File: src/rtl/bp_me_pkg.sv
// Shared types and layout helpers for the DRAM hash translator.
// Field offsets are derived once here so every user agrees on layout.
package bp_me_pkg;

    typedef enum logic [1:0] {
        e_hash_bypass   = 2'b00,
        e_hash_decode   = 2'b01,
        e_hash_encode   = 2'b10,
        e_hash_reserved = 2'b11
    } bp_dram_hash_mode_e;

    typedef enum logic [1:0] {
        e_fld_set,
        e_fld_cce,
        e_fld_slice,
        e_fld_bank
    } bp_dram_field_e;

    // Bit count of a field; a single-entry structure needs no bits.
    function automatic int lg_or_zero(input int n);
        return (n <= 1) ? 0 : $clog2(n);
    endfunction

    // Offset of a field in the hashed (linear=0) or linear (linear=1) layout.
    function automatic int field_off(
        input bit             linear,
        input bp_dram_field_e fld,
        input int             blk_w,
        input int             set_w,
        input int             cce_w,
        input int             slice_w,
        input int             bank_w
    );
        int off;
        off = blk_w;
        if (linear) begin
            case (fld)
                e_fld_cce:   off = blk_w;
                e_fld_slice: off = blk_w + cce_w;
                e_fld_bank:  off = blk_w + cce_w + slice_w;
                default:     off = blk_w + cce_w + slice_w + bank_w;
            endcase
        end else begin
            case (fld)
                e_fld_set:   off = blk_w;
                e_fld_cce:   off = blk_w + set_w;
                e_fld_slice: off = blk_w + set_w + cce_w;
                default:     off = blk_w + set_w + cce_w + slice_w;
            endcase
        end
        return off;
    endfunction

endpackage

File: src/rtl/bp_me_dram_hash_swizzle.sv
// Combinational hashed <-> linear address permutation.
// lin_o is always the linear-layout view used for channel selection.
module bp_me_dram_hash_swizzle
    import bp_me_pkg::*;
#(
    parameter int daddr_width_p    = 16,
    parameter int l2_block_width_p = 512,
    parameter int l2_sets_p        = 4,
    parameter int num_cce_p        = 2,
    parameter int l2_slices_p      = 2,
    parameter int l2_banks_p       = 2
) (
    input  logic [daddr_width_p-1:0] addr_i,
    input  logic [1:0]               mode_i,
    output logic [daddr_width_p-1:0] addr_o,
    output logic [daddr_width_p-1:0] lin_o
);

    localparam int BLK_W   = lg_or_zero(l2_block_width_p / 8);
    localparam int SET_W   = lg_or_zero(l2_sets_p);
    localparam int CCE_W   = lg_or_zero(num_cce_p);
    localparam int SLICE_W = lg_or_zero(l2_slices_p);
    localparam int BANK_W  = lg_or_zero(l2_banks_p);

    localparam int H_SET   = field_off(1'b0, e_fld_set,   BLK_W, SET_W, CCE_W, SLICE_W, BANK_W);
    localparam int H_CCE   = field_off(1'b0, e_fld_cce,   BLK_W, SET_W, CCE_W, SLICE_W, BANK_W);
    localparam int H_SLICE = field_off(1'b0, e_fld_slice, BLK_W, SET_W, CCE_W, SLICE_W, BANK_W);
    localparam int H_BANK  = field_off(1'b0, e_fld_bank,  BLK_W, SET_W, CCE_W, SLICE_W, BANK_W);
    localparam int L_SET   = field_off(1'b1, e_fld_set,   BLK_W, SET_W, CCE_W, SLICE_W, BANK_W);
    localparam int L_CCE   = field_off(1'b1, e_fld_cce,   BLK_W, SET_W, CCE_W, SLICE_W, BANK_W);
    localparam int L_SLICE = field_off(1'b1, e_fld_slice, BLK_W, SET_W, CCE_W, SLICE_W, BANK_W);
    localparam int L_BANK  = field_off(1'b1, e_fld_bank,  BLK_W, SET_W, CCE_W, SLICE_W, BANK_W);

    logic [daddr_width_p-1:0] dec;
    logic [daddr_width_p-1:0] enc;

    // Permute fields; block and tag bits keep their positions in both layouts.
    always_comb begin
        dec = addr_i;
        enc = addr_i;
        for (int i = 0; i < SET_W; i++) begin
            dec[L_SET+i] = addr_i[H_SET+i];
            enc[H_SET+i] = addr_i[L_SET+i];
        end
        for (int i = 0; i < CCE_W; i++) begin
            dec[L_CCE+i] = addr_i[H_CCE+i];
            enc[H_CCE+i] = addr_i[L_CCE+i];
        end
        for (int i = 0; i < SLICE_W; i++) begin
            dec[L_SLICE+i] = addr_i[H_SLICE+i];
            enc[H_SLICE+i] = addr_i[L_SLICE+i];
        end
        for (int i = 0; i < BANK_W; i++) begin
            dec[L_BANK+i] = addr_i[H_BANK+i];
            enc[H_BANK+i] = addr_i[L_BANK+i];
        end
    end

    // Select transform; reserved falls back to bypass.
    always_comb begin
        addr_o = addr_i;
        lin_o  = addr_i;
        case (bp_dram_hash_mode_e'(mode_i))
            e_hash_decode: begin
                addr_o = dec;
                lin_o  = dec;
            end
            e_hash_encode: begin
                addr_o = enc;
                lin_o  = addr_i;
            end
            default: begin
                addr_o = addr_i;
                lin_o  = addr_i;
            end
        endcase
    end

endmodule

File: src/rtl/bp_me_dram_hash_xlate.sv
// Streaming DRAM address translator with channel select.
// Translation feeds a 2-entry FIFO; outputs come from its head.
module bp_me_dram_hash_xlate
    import bp_me_pkg::*;
#(
    parameter int daddr_width_p    = 16,
    parameter int l2_block_width_p = 512,
    parameter int l2_sets_p        = 4,
    parameter int num_cce_p        = 2,
    parameter int l2_slices_p      = 2,
    parameter int l2_banks_p       = 2,
    parameter int channels_p       = 2,
    parameter int xor_hash_p       = 0,
    parameter int tag_p            = 1,
    localparam int LG_CH = lg_or_zero(channels_p),
    localparam int CH_W  = (LG_CH == 0) ? 1 : LG_CH
) (
    input  logic                     clk_i,
    input  logic                     reset_i,
    input  logic [daddr_width_p-1:0] addr_i,
    input  logic [1:0]               mode_i,
    input  logic [tag_p-1:0]         tag_i,
    input  logic                     v_i,
    output logic                     ready_and_o,
    output logic [daddr_width_p-1:0] addr_o,
    output logic [CH_W-1:0]          channel_o,
    output logic [tag_p-1:0]         tag_o,
    output logic                     v_o,
    input  logic                     ready_and_i,
    output logic                     err_o,
    output logic [31:0]              count_o
);

    localparam int BLK_W   = lg_or_zero(l2_block_width_p / 8);
    localparam int TAG_OFF = BLK_W + lg_or_zero(l2_sets_p) + lg_or_zero(num_cce_p)
                           + lg_or_zero(l2_slices_p) + lg_or_zero(l2_banks_p);

    typedef struct packed {
        logic [daddr_width_p-1:0] addr;
        logic [CH_W-1:0]          ch;
        logic [tag_p-1:0]         tag;
    } entry_t;

    logic [daddr_width_p-1:0] xl_addr;
    logic [daddr_width_p-1:0] xl_lin;
    logic [CH_W-1:0]          xl_ch;
    entry_t                   enq_ent;
    logic                     enq;
    logic                     deq;

    entry_t      mem_q [2];
    entry_t      mem_d [2];
    logic        wptr_q, wptr_d;
    logic        rptr_q, rptr_d;
    logic [1:0]  cnt_q, cnt_d;
    logic        err_q, err_d;
    logic [31:0] count_q, count_d;

    bp_me_dram_hash_swizzle #(
        .daddr_width_p    (daddr_width_p),
        .l2_block_width_p (l2_block_width_p),
        .l2_sets_p        (l2_sets_p),
        .num_cce_p        (num_cce_p),
        .l2_slices_p      (l2_slices_p),
        .l2_banks_p       (l2_banks_p)
    ) u_swizzle (
        .addr_i (addr_i),
        .mode_i (mode_i),
        .addr_o (xl_addr),
        .lin_o  (xl_lin)
    );

    // Channel from linear block-adjacent bits, optionally folded with tag bits.
    always_comb begin
        int idx;
        xl_ch = '0;
        idx   = 0;
        for (int i = 0; i < LG_CH; i++) begin
            xl_ch[i] = xl_lin[BLK_W+i];
            idx      = TAG_OFF + i;
            if (xor_hash_p != 0 && idx < daddr_width_p)
                xl_ch[i] = xl_ch[i] ^ xl_lin[idx];
        end
    end

    // Handshakes and next-state for FIFO, error flag and counter.
    always_comb begin
        ready_and_o = ~reset_i & (cnt_q != 2'd2);
        v_o         = ~reset_i & (cnt_q != 2'd0);
        enq         = v_i & ready_and_o;
        deq         = v_o & ready_and_i;
        enq_ent     = '{addr: xl_addr, ch: xl_ch, tag: tag_i};
        mem_d       = mem_q;
        wptr_d      = wptr_q;
        rptr_d      = rptr_q;
        cnt_d       = cnt_q;
        if (enq) begin
            mem_d[wptr_q] = enq_ent;
            wptr_d        = ~wptr_q;
        end
        if (deq)
            rptr_d = ~rptr_q;
        case ({enq, deq})
            2'b10:   cnt_d = cnt_q + 2'd1;
            2'b01:   cnt_d = cnt_q - 2'd1;
            default: cnt_d = cnt_q;
        endcase
        err_d   = err_q | (enq & (mode_i == 2'b11));
        count_d = count_q + {31'd0, deq};
    end

    // Control state with synchronous reset; reset drops all entries.
    always_ff @(posedge clk_i) begin
        if (reset_i) begin
            wptr_q  <= 1'b0;
            rptr_q  <= 1'b0;
            cnt_q   <= 2'd0;
            err_q   <= 1'b0;
            count_q <= 32'd0;
        end else begin
            wptr_q  <= wptr_d;
            rptr_q  <= rptr_d;
            cnt_q   <= cnt_d;
            err_q   <= err_d;
            count_q <= count_d;
        end
    end

    // Entry storage; contents are qualified by occupancy so need no reset.
    always_ff @(posedge clk_i) begin
        mem_q <= mem_d;
    end

    assign addr_o    = mem_q[rptr_q].addr;
    assign channel_o = mem_q[rptr_q].ch;
    assign tag_o     = mem_q[rptr_q].tag;
    assign err_o     = err_q;
    assign count_o   = count_q;

endmodule

File: config.mk
export PLATFORM = sky130hd
export DESIGN_NAME = bp_me_dram_hash_xlate
export DESIGN_NICKNAME = d
export VERILOG_FILES = /design/src/rtl/bp_me_pkg.sv /design/src/rtl/bp_me_dram_hash_swizzle.sv /design/src/rtl/bp_me_dram_hash_xlate.sv
export SDC_FILE = /design/constraint.sdc
export NUM_CORES = 1
export LEC_CHECK = 0
export ABC_AREA = 0
export BUFFER_PORTS_ARGS = -buffer_cell sky130_fd_sc_hd__buf_2
export CAP_MARGIN = 20
export CORE_MARGIN = 5
export CORE_UTILIZATION = 53
export CTS_CLUSTER_DIAMETER = 50
export DETAILED_ROUTE_END_ITERATION = 12
export GPL_TIMING_DRIVEN = 0
export PLACE_DENSITY_LB_ADDON = 0.15
export REMOVE_ABC_BUFFERS = 1
export SETUP_SLACK_MARGIN = 0.2
export SLEW_MARGIN = 20
export SYNTH_ARGS = -nofsm -noshare
export SYNTH_HDL_FRONTEND = slang
export SYNTH_SLANG_ARGS = --single-unit
File: constraint.sdc
create_clock -name clk_i -period 2.8 [get_ports clk_i]
set_input_delay 0.42 -clock clk_i [delete_from_list [all_inputs] [get_ports clk_i]]
set_output_delay 0.42 -clock clk_i [all_outputs]
set_load 0.005 [all_outputs]
# Word level (Yosys, flattened, before mapping)
# Index checks and enable logic that the tools add are counted.
# op_classes
reduce_logical,3
n_eq_ne,6
bitwise_logic,11
addsub,3
n_lt_le_gt_ge,3
n_mux,9
# op_table
cell,count
18-bit 2-to-1 mux,4
36-bit bitwise mux,1
32-bit by 1-bit adder with 32-bit output,1
11-bit one-hot mux with 2 select lines,1
18-bit demux with 1-bit select,1
7-bit 2-to-1 mux,1
2-bit == test (second input constant),3
1-bit AND,5
2-bit by 1-bit == test with 1-bit output (second input constant),2
2-bit >= comparator (second input constant),2
1-bit NOT with 2-bit output,2
2-bit one-hot mux with 2 select lines,1
2-bit nonzero test,2
1-bit NOT,3
2-bit by 1-bit adder with 2-bit output (second input constant),1
2-bit by 1-bit < comparator with 1-bit output (second input constant),1
2-bit != test (second input constant),1
2-bit by 1-bit subtractor with 2-bit output (second input constant),1
1-bit logical AND,1
1-bit OR,1
# totals
out_inout_bits,53
register_bits,73

# Longest topological paths before layout
# depth
word_depth,6
mapped_depth,9
depth_no_buf,8

# Hierarchy
# Synthesis repeated with hierarchy kept, for this count alone.
# hier_totals
cells_unflattened,302
area_unflattened_um2,3353.2
# modules_own_cells
module,instances,area_each_um2,cells_per_inst,seq_area_each_um2
bp_me_dram_hash_xlate,1,2981.6,253,1821.7
bp_me_dram_hash_swizzle,1,371.6,49,0.0

# Worst setup path before layout
# No wires, ideal clock.
# synth_timing
path_kind,input to register
start,input port reset_i
end,"register count_q[24], in the netlist count_o[24]"
required_ns,2.729
arrival_time_ns,2.307
n_path_buf,1
setup_slack_ns,0.422
setup_ns,0.071
path_stages,9
path_cell_list,o21ba_2 and2_1 ha_1 ha_1 and4_1 nand4_1 buf_2 or4_1 a21oi_1
# synth_between
elab_chain_cells,4
# synth_rtl
item,line_no,rtl
from (decl),bp_me_dram_hash_xlate.sv:19,"input logic reset_i,"
1-bit NOT,bp_me_dram_hash_xlate.sv:89,v_o = ~reset_i & (cnt_q != 2'd0);
1-bit AND,bp_me_dram_hash_xlate.sv:89,
1-bit AND,bp_me_dram_hash_xlate.sv:91,deq = v_o & ready_and_i;
32-bit by 1-bit adder with 32-bit output,bp_me_dram_hash_xlate.sv:109,"count_d = count_q + {31'd0, deq};"
to (signal assigned),bp_me_dram_hash_xlate.sv:125,count_q <= count_d;
to (decl),bp_me_dram_hash_xlate.sv:57,"logic [31:0] count_q, count_d;"
# Several ways; a longest one is shown, not always the timed one.
# A chain may end at the register's enable or synchronous reset.

# Worst setup path in the final report
# layout_timing
start,input port reset_i
end,"register count_q[28], in the netlist count_o[28]"
# Same word-level chain as after synthesis.

==> key figures <==
Detailed routing
  – First drt pass iteration count: 4
  – Via density: 5.53
  – Initial drt markers: 69
  – Antenna Nets Post-Route: 0
  – Drt total wl: about 6.5 mm
  – Post-route DRC: 0
  – DR vias: 2420
  – DR WL/cell: 14.9 µm

STA
  – Final clock period utilization by the worst path: 87.3%
  – Tmin final: 2.45 ns
  – Fmax: 409 MHz
  – Rel. slew slack: between 40% and 50%
  – Worst-Margin Slew: 0.881 ns
  – Final-report hold violation count: 0
  – Slew Limit Fails: 0
  – Final setup vio count: 0
  – Clock Skew: roughly 0.0095 ns
  – RSZ-0062 raised after global routing: false

Cells and area
  – Cell Count, Final, Fillers Out: 438
  – Share of layout cells above drive strength 1: ~34%
  – Fin nets: 388
  – Antenna cell count: 0
  – Layout overhead on the synthesized area: 19.5%

Floorplanning
  – Die Y: 88.1 µm
  – Core area: roughly 5900 µm²
  – Die area: 7770 µm²
  – Row count: 28
  – Initial core utilization: 54.6%
  – Die width: ~90 µm
  – IO Count: 76

Global route
  – Largest net degree at the start of global routing: between 40 and 50
  – Vias in the first global route: 2272
  – Total GRT Usage: 17.0%
  – First-pass GRT wire length: 10.3 mm
  – Antenna violations before repair: 0
  – Grt total ovfl: 0

Min path
  – WHS Path Cells: 1
  – HP Class: input port to flip-flop
  – Hold path endpoint: mem_q[34]$_DFFE_PP_
  – Hold Startpoint: addr_i[14]

Synthesis
  – Leading area contributor after synthesis: edfxtp_1
  – Synthesized area per cell: approximately 12 µm²
  – Yosys top cell area share: around 33%
  – Main area contributors after synthesis: edfxtp_1, dfxtp_1, mux2_2
  – Synth cell count leaders: dfxtp_1, edfxtp_1, mux2_2
  – Post-Synthesis Cells: 279
  – Mapped Area: between 3000 and 4000 µm²
  – Synthesized flop and latch total: 73
  – Yosys warning total: 0
  – Dominant cell by count in the synthesized netlist: dfxtp_1
  – EDFF count, synth: 36
  – Post-synthesis sequential area ratio: 56.3%
  – Synth cell types: 37
  – Async S/R FF share, synth: 0%
  – Top FF cell, synth: dfxtp_1

Placement
  – Placer Congestion: 0.735
  – Dpl hpwl: 4.52 mm
  – Placed cells: 419
  – IO buf count: 75

Setup path
  – Crit-path max FO: 44
  – CP most frequent cell: buf_4
  – RR Endpoint: count_o[28]$_SDFF_PP0_
  – Crit-path leading delay family: simple AND/OR/NAND/NOR gates
  – R2r setup slk: 0.43 ns
  – Type of destination of the critical path: flip-flop
  – Required time of the critical path: 3.07 ns
  – Crit-path slowest cell: or4_1
  – R2R depth: 9
  – Bufs and invs on worst path: 2
  – Cell Chain, Critical Path: buf_4 > o21ba_2 > and2_2 > ha_4 > ha_1 > and4_1 > nand4_1 > buf_4 > or4_1 > a21oi_1
  – Crit path kind: input port to flip-flop
  – Critical Path AT: 2.71 ns
  – Startpoint types: input port
  – R2R Path Start: cnt_q[1]$_SDFFE_PP0P_
  – CP peak stage delay: between 0.4 and 0.5 ns

Run status
  – Status: complete, no violations

Clock tree
  – Clock Latency Late Sink: 0.33 ns
  – Post-CTS Hold Buffers: 0
  – Clock-pin slew on the worst setup and hold paths: about 0.08 ns
  – Total CTS buffers: 9
  – Clk buf depth: 2
  – CTS tree: yes
  – Clk Tree Root Cell: clkbuf_8
  – Max H-tree Level: 3
  – Clock sink total: 73

Pwr
  – Peak supply drop: 0.400 mV
  – Power per cell area: 526 nW/µm²
  – P_leak: 1.51 nW
  – Final Power: roughly 0.0020 W

Flow run
  – Max-cap violations: 0
==> per-stage QoR <==
stage               TNS (ns)  hold WS (ns)  area [µm²]  utilization, %  setup WS, ns
finish                     0         0.276        3860            65.3         0.355
global route               0         0.263        3860            65.3         0.245
CTS                        0         0.264        3850            65.1         0.239
detailed placement     -4.37         0.454        3660            61.9        -0.639
global placement       -9.43         0.443        3650            61.6        -0.632
floorplan                  0         0.460        3180               -         0.271
==> metal layers <==
layer | up-vias | GRT usage (%) | share of wire (%)
met1 | 1150 | 20.2 | 43
met4 | 0 | 5.77 | 1.3
met2 | 57 | 30.6 | 50
li1 | 1204 | - | -
met3 | 9 | 3.29 | 5.5
met5 | - | 0 | 0
==> what timing repair did <==
action | CTS | global route
pin swaps | 1 | 0
endpoints found under the setup margin | 9 | 7
gates resized for setup | 2 | 2
buffers inserted | 3 | 0
gates cloned | 0 | 0
==> cells in the final DEF (no fill, tap or decap), drive strengths merged <==
master	Yosys	final
or3	4	4
and4	6	6
nor2b	6	6
a22oi	5	5
dfxtp	37	37
nor4	4	4
nor2	21	21
mux2	23	23
clkinvlp	0	1
nand4b	1	1
xnor2	8	8
or4	10	10
xor2	8	8
o21ba	1	1
a211oi	1	1
o21ai	9	9
a21oi	17	17
buf	7	79
nand2	14	14
edfxtp	36	36
clkinv	0	5
nand3	10	10
clkbuf	4	10
and3	5	5
and2	5	5
o31ai	11	11
inv	8	8
nand4	9	9
ha	7	7
nor3	2	2
==> area by class of cell <==
class / instances / area, µm²
Clock buffer: 10 / 128
Clock inverter: 6 / 35.0
Fill cell: 489 / 2060
Inverter: 8 / 30.0
Multi-Input combinational cell: 187 / 1350
Sequential cell: 73 / 1820
Tap cell: 75 / 93.8
Timing Repair Buffer: 79 / 412
==> power breakdown <==
group	switching, W	leakage, nW	internal [W]
Clock	0.000380	0.0835	0.000316
Sequential	0.0000209	0.630	0.00116
Combinational	0.0000802	0.797	0.0000803
==> worst max path at each step <==
stage | slack (ns) | cells past startpoint | endpoint | from
6_report | 0.35 | 10 | count_o[28]$_SDFF_PP0_ | reset_i
2_1_floorplan | 0.27 | 8 | count_o[28]$_SDFF_PP0_ | reset_i
4_1_cts | 0.24 | 10 | count_o[28]$_SDFF_PP0_ | reset_i
5_1_grt | 0.25 | 10 | count_o[28]$_SDFF_PP0_ | reset_i
3_5_place_dp | -0.64 | 9 | count_o[28]$_SDFF_PP0_ | reset_i
3_3_place_gp | -0.63 | 9 | count_o[28]$_SDFF_PP0_ | reset_i
==> kinds of logic (layout without fill, tap and decap cells) <==
kind of cell / after synthesis / after routing / synth area share (%)
xor+xnor: 16 / 16 / 4.33
mux: 23 / 23 / 8.00
compound gates: 44 / 44 / 8.28
fa+ha+maj: 7 / 7 / 2.71
buf+inv: 19 / 103 / 2.63
simple gates: 97 / 97 / 17.7
flops: 73 / 73 / 56.3
==> flip-flops by register name (all words and copies together) (netlist names) <==
signal	flops
wptr_q	1
count_o	32
err_o	1
rptr_q	1
cnt_q	2
mem_q	36
==> worst reg2reg max path, delay by kind of cell, from the launching register on <==
family / cells / cell delay [ns]
compound gates: 2 / 0.31
fa+ha+maj: 2 / 0.40
buf+inv: 1 / 0.18
flops: 1 / 0.39
simple gates: 4 / 1.02
(Power assumes the default switching activity.)
